<file path="src/rtl/cpu_pkg.sv">
// Shared CPU constants: datapath widths and the write-back source select encoding.
package cpu_pkg;

  localparam int DATA_W     = 32;
  localparam int REG_ADDR_W = 5;
  localparam int SEL_W      = 2;

  localparam logic [SEL_W-1:0] WB_SEL_ALU  = 2'b00;
  localparam logic [SEL_W-1:0] WB_SEL_MEM  = 2'b01;
  localparam logic [SEL_W-1:0] WB_SEL_PC4  = 2'b10;
  localparam logic [SEL_W-1:0] WB_SEL_RSVD = 2'b11;

endpackage

</file>
<file path="src/rtl/pipe_reg.sv">
// Generic pipeline register: loads d_i every edge, synchronous active-high clear wins.
module pipe_reg #(
  parameter int WIDTH = 1
) (
  input  logic             clk,
  input  logic             rst,
  input  logic [WIDTH-1:0] d_i,
  output logic [WIDTH-1:0] q_o
);

  logic [WIDTH-1:0] data_q;

  always_ff @(posedge clk) begin
    if (rst) data_q <= '0;
    else     data_q <= d_i;
  end

  assign q_o = data_q;

endmodule

</file>
<file path="src/rtl/mem_wb.sv">
// MEM/WB pipeline register: one-cycle registered copy of memory-stage results and WB control.
// Optional simulation checks (reserved select with write enable, X/Z on outputs) under MEM_WB_CHECK_EN.
module mem_wb #(
  parameter int DATA_W     = cpu_pkg::DATA_W,
  parameter int REG_ADDR_W = cpu_pkg::REG_ADDR_W,
  parameter int SEL_W      = cpu_pkg::SEL_W
) (
  input  logic                  RegWrite_in,
  input  logic [SEL_W-1:0]      MemtoReg_in,
  input  logic [DATA_W-1:0]     D_MEM_read_data_in,
  input  logic [DATA_W-1:0]     D_MEM_read_addr_in,
  input  logic [DATA_W-1:0]     PC_plus_4_in,
  input  logic [REG_ADDR_W-1:0] EX_MEM_RegisterRd_in,
  input  logic                  clk,
  input  logic                  rst,
  output logic [DATA_W-1:0]     D_MEM_read_data_out,
  output logic [DATA_W-1:0]     D_MEM_read_addr_out,
  output logic [DATA_W-1:0]     PC_plus_4_out,
  output logic [REG_ADDR_W-1:0] MEM_WB_RegisterRd_out,
  output logic                  RegWrite_out,
  output logic [SEL_W-1:0]      MemtoReg_out
);
  import cpu_pkg::*;

  localparam int BUS_W = 1 + SEL_W + 3 * DATA_W + REG_ADDR_W;

  logic [BUS_W-1:0] bus_d;
  logic [BUS_W-1:0] bus_q;

  // Everything travels as one flat bus; no field is decoded or masked here.
  assign bus_d = {RegWrite_in, MemtoReg_in, D_MEM_read_data_in, D_MEM_read_addr_in,
                  PC_plus_4_in, EX_MEM_RegisterRd_in};

  pipe_reg #(.WIDTH(BUS_W)) u_pipe_reg (
    .clk (clk),
    .rst (rst),
    .d_i (bus_d),
    .q_o (bus_q)
  );

  assign {RegWrite_out, MemtoReg_out, D_MEM_read_data_out, D_MEM_read_addr_out,
          PC_plus_4_out, MEM_WB_RegisterRd_out} = bus_q;

`ifdef MEM_WB_CHECK_EN
  logic chk_armed_q;
  logic chk_known_q;

  always @(posedge clk) begin
    chk_armed_q <= 1'b1;
    chk_known_q <= (rst === 1'b1) || ((rst === 1'b0) && !$isunknown(bus_d));
  end

  // Checked mid-cycle so the flops have settled after the edge.
  always @(negedge clk) begin
    if (chk_armed_q === 1'b1) begin
      if (chk_known_q && $isunknown(bus_q))
        $error("mem_wb: X/Z on outputs after a defined edge");
      if (RegWrite_out === 1'b1 && MemtoReg_out === WB_SEL_RSVD)
        $warning("mem_wb: reserved MemtoReg select with RegWrite asserted");
    end
  end
`endif

endmodule

</file>
<file path="config.mk">
export PLATFORM = sky130hd
export DESIGN_NAME = mem_wb
export DESIGN_NICKNAME = d
export VERILOG_FILES = /design/src/rtl/cpu_pkg.sv /design/src/rtl/pipe_reg.sv /design/src/rtl/mem_wb.sv
export SDC_FILE = /design/constraint.sdc
export NUM_CORES = 1
export LEC_CHECK = 0
export ABC_AREA = 1
export ABC_CLOCK_PERIOD_IN_PS = 1400
export CAP_MARGIN = 20
export CORE_MARGIN = 5
export CORE_UTILIZATION = 37
export DETAILED_ROUTE_END_ITERATION = 10
export HOLD_SLACK_MARGIN = 0.08
export PLACE_DENSITY = 0.85
export SYNTH_ARGS = -nofsm -noshare
export SYNTH_HDL_FRONTEND = slang
export SYNTH_SLANG_ARGS = --single-unit
</file>
<file path="constraint.sdc">
create_clock -name clk -period 1.4 [get_ports clk]
set_input_delay 0.42 -clock clk [delete_from_list [all_inputs] [get_ports clk]]
set_output_delay 0.42 -clock clk [all_outputs]
set_load 0.05 [all_outputs]
</file>
# [Word-level counts from Yosys, hierarchy flattened]
# Index checks and enable logic that the tools add are counted.
[totals] in_bits=106 reg_bits=104 word_cells=1 output_inout_bits=104

# [Logic depth before layout (Yosys ltp)]
[logic_depth] word_depth=0 mapped_depth=4 depth_no_buf=2

# [Least setup slack after synthesis]
# Ideal clock, no wire load.
[synth_timing] kind="register -> output" startpoint="register u_pipe_reg.data_q[37], in the netlist u_pipe_reg.q_o[37]" endpoint="output D_MEM_read_addr_out[0]" stages_incl_launch_ff=1 required_ps=980 n_path_buf=0 arrival_ps=587 slack_ps=393 path_cell_list="dfxtp_1"
[synth_lines] item="start: declaration" line_no="pipe_reg.sv:11" rtl="logic [WIDTH-1:0] data_q;"
[synth_lines] item="start signal: assignment" line_no="pipe_reg.sv:15" rtl="else data_q <= d_i;"
[synth_lines] item="end: declaration" line_no="mem_wb.sv:17" rtl="output logic [DATA_W-1:0] D_MEM_read_addr_out,"
# No word-level cell between the ends.

# [Final worst setup path]
[layout_timing] startpoint="register u_pipe_reg.data_q[76], in the netlist u_pipe_reg.q_o[76]" endpoint="output D_MEM_read_data_out[7]"
[layout_lines] item="end: declaration" line_no="mem_wb.sv:16" rtl="output logic [DATA_W-1:0] D_MEM_read_data_out,"
# No word-level cell between the ends.

==> out/results.ini <==
[synth]
synth-compound-area-share_pct = 0
yosysWarnings = 0
syn_inst = 324
synth_top_family_by_area = buffers and inverters
synthFlopType = dfxtp_1
synth-seq-cells = 104
synth_fp_nets = 430
yosysSeqAreaShare_pct = 70.2
async_flop_share_pct = 0
synth_area_per_cell_um2 = 9.16
synthTopCellsByArea = dfxtp_1 (70%), inv_1 (13%), nor2_1 (13%)
synth_edf_count = 0
synth_xor_area_share_pct = 0
synth_cell_type_count = 5
syn_area_um2 = 2970
yosysTopAreaCell = dfxtp_1
synthMuxAreaShare_pct = 0
synth_commonest_cells = dfxtp_1 (104), inv_1 (104), nor2_1 (104), buf_6 (7), buf_2 (5)
synth_fa_ha_area_share_pct = 0
synth_top_area_share_pct = 70.2
yosys.area_share.simple_pct = 13.2

[drt]
wl_per_cell_um = 15.2
dr.pass1.iters = 4
drtAntennaViolNets = 0
vias_per_cell = 4.06
vias = 2603
drt-total-wl_um = 9720
drt_drc_violations_left = 0
drt_iter0_markers = 44

[sta]
whs_ns = 0.367
fin_crit_sh_pct = 95.4
rsz0062_at_grt = false
tns_ns = 0
drv_slew = 0
clock.fmax_mhz = 748
hold_violations = 0
worst_pin_slew_ns = 0.209
maxSlewHeadroom_pct = 86.1
period_minus_slack_ns = 1.34
setup_viol_count_final = 0

[layout]
largest_reg_flops = 104
ff_latch_area_um2 = 2080
drive_gt1_share_pct = 22.8
area_growth_pct = 114
fill_cells = 424
diodes = 0
multiInputGateArea_um2 = 390
final_nets = 640
final_cells = 641
fin_util_pct = 81.7

[power]
swShare_pct = 29.9
p_int_mw = 4.71
p_seq_share_pct = 48.4
clock_power_share_pct = 26.1
combPwrFrac_pct = 25.5
p_switching_mw = 2.01
powerDensity_nw_per_um2 = 1060
leakagePower_nw = 3.06
max-vdd-ir-drop_mv = 0.852
power_mw = 6.72

[clock_network]
hold_buffers = 0
post-cts-setup-buffers = 0
cts.clk_slew.worst_paths_ns = 0.11
htreeDepth = 3
clockBufferDepth = 2
cts_tree = built
cts_inserted_buffers = 9
cts-root-buf = clkbuf_8
cts_resized = 0
clock-sinks = 104

[floorplan]
ioPinCount = 210
row_count = 32
fp.dieArea_um2 = 9910
die_width_um = 99.5
core_area_um2 = 7770
die_h_um = 99.5
start_util_pct = 38.2

[grt]
grtUsageMet2_pct = 37.4
antenna_found_initial = 0
gr-usage-met3_pct = 8.70
use_met1_pct = 18.2
grt_max_degree = 51
track_usage_pct = 19.7
grt_overflow_total = 0
top_usage_layer = met2
first_global_vias = 2930
grt_pass1_wl_um = 14800

[setup_path]
max_stage_delay_ns = 0.40
slowest_stage = dfxtp_1
crit_chain = buf_12
startpoint_type = flip-flop
worstSetupPathType = flip-flop to output pin
crit_fanout = 1
crit_family = flip-flops
cp.arrival_ns = 0.92
worstPathRequired_ns = 0.98
cp-end-kind = output pin
crit_buf_inv = 1

[min_path]
min_to = u_pipe_reg.q_o[36]
min_from = rst
worstHoldPathCells = 2
min_path_type = primary input to flip-flop

[place]
dp.cells = 625
numPortBuffers = 209
place_congestion = 0.811
dp_hpwl_um = 8260

[run]
maxCapViolCount = 0

[status]
status = completed

==> power groups by stage <==
| stage | Clock (mW) | Sequential, mW | Combinational, mW |
|---|---|---|---|
| floorplan | 0 | 3.79 | 0.167 |
| global placement | 0 | 3.32 | 1.68 |
| detailed placement | 0 | 3.32 | 1.72 |
| CTS | 1.82 | 3.26 | 1.73 |
| global route | 1.92 | 3.27 | 1.78 |
| finish | 1.75 | 3.25 | 1.71 |
==> routing by layer <==
metal	up-vias	share of wire, %
met5	-	0
met4	0	2.4
met3	17	11
met2	150	53
met1	1154	33
li1	1282	-
==> metrics by stage <==
stage	setup slack [ns]	instance area (um2)
CTS	0.0435	6350
global route	0.0286	6350
detailed placement	0.220	6160
floorplan	0.393	2970
global placement	0.299	6160
finish	0.0639	6350
==> cells by family (layout without fill, tap and decap cells) <==
family | after synthesis | count (layout)
and+or+nand+nor | 104 | 104
buffers and inverters | 116 | 331
DFF | 104 | 104
==> cell type report <==
type / instances / share of cell area, %
Timing Repair Buffer: 211 / 49.9
Inverter: 104 / 6.15
Sequential cell: 104 / 32.8
Clock inverter: 7 / 1.02
Clock buffer: 9 / 1.95
Multi-Input combinational cell: 104 / 6.15
Tap cell: 102 / 2.01
==> worst max-delay path by stage <==
| stage | from | end | slack [ns] | depth (start not counted) |
|---|---|---|---|---|
| CTS | u_pipe_reg.q_o[37] | D_MEM_read_addr_out[0] | 0.04 | 1 |
| global route | u_pipe_reg.q_o[93] | D_MEM_read_data_out[24] | 0.03 | 1 |
| floorplan | u_pipe_reg.q_o[37] | D_MEM_read_addr_out[0] | 0.39 | 0 |
| global placement | D_MEM_read_addr_in[14] | u_pipe_reg.q_o[51] | 0.30 | 3 |
| finish | u_pipe_reg.q_o[76] | D_MEM_read_data_out[7] | 0.06 | 1 |
| detailed placement | D_MEM_read_data_in[24] | u_pipe_reg.q_o[93] | 0.22 | 3 |
==> cell usage in the layout (no fill, tap or decap), drive strengths merged <==
cell type,synthesis,routed
buf,12,107
clkbuf,0,9
clkdlybuf4s50,0,104
clkinv,0,3
clkinvlp,0,1
dfxtp,104,104
inv,104,107
nor2,104,104
Power figures use the tool's default switching activity.
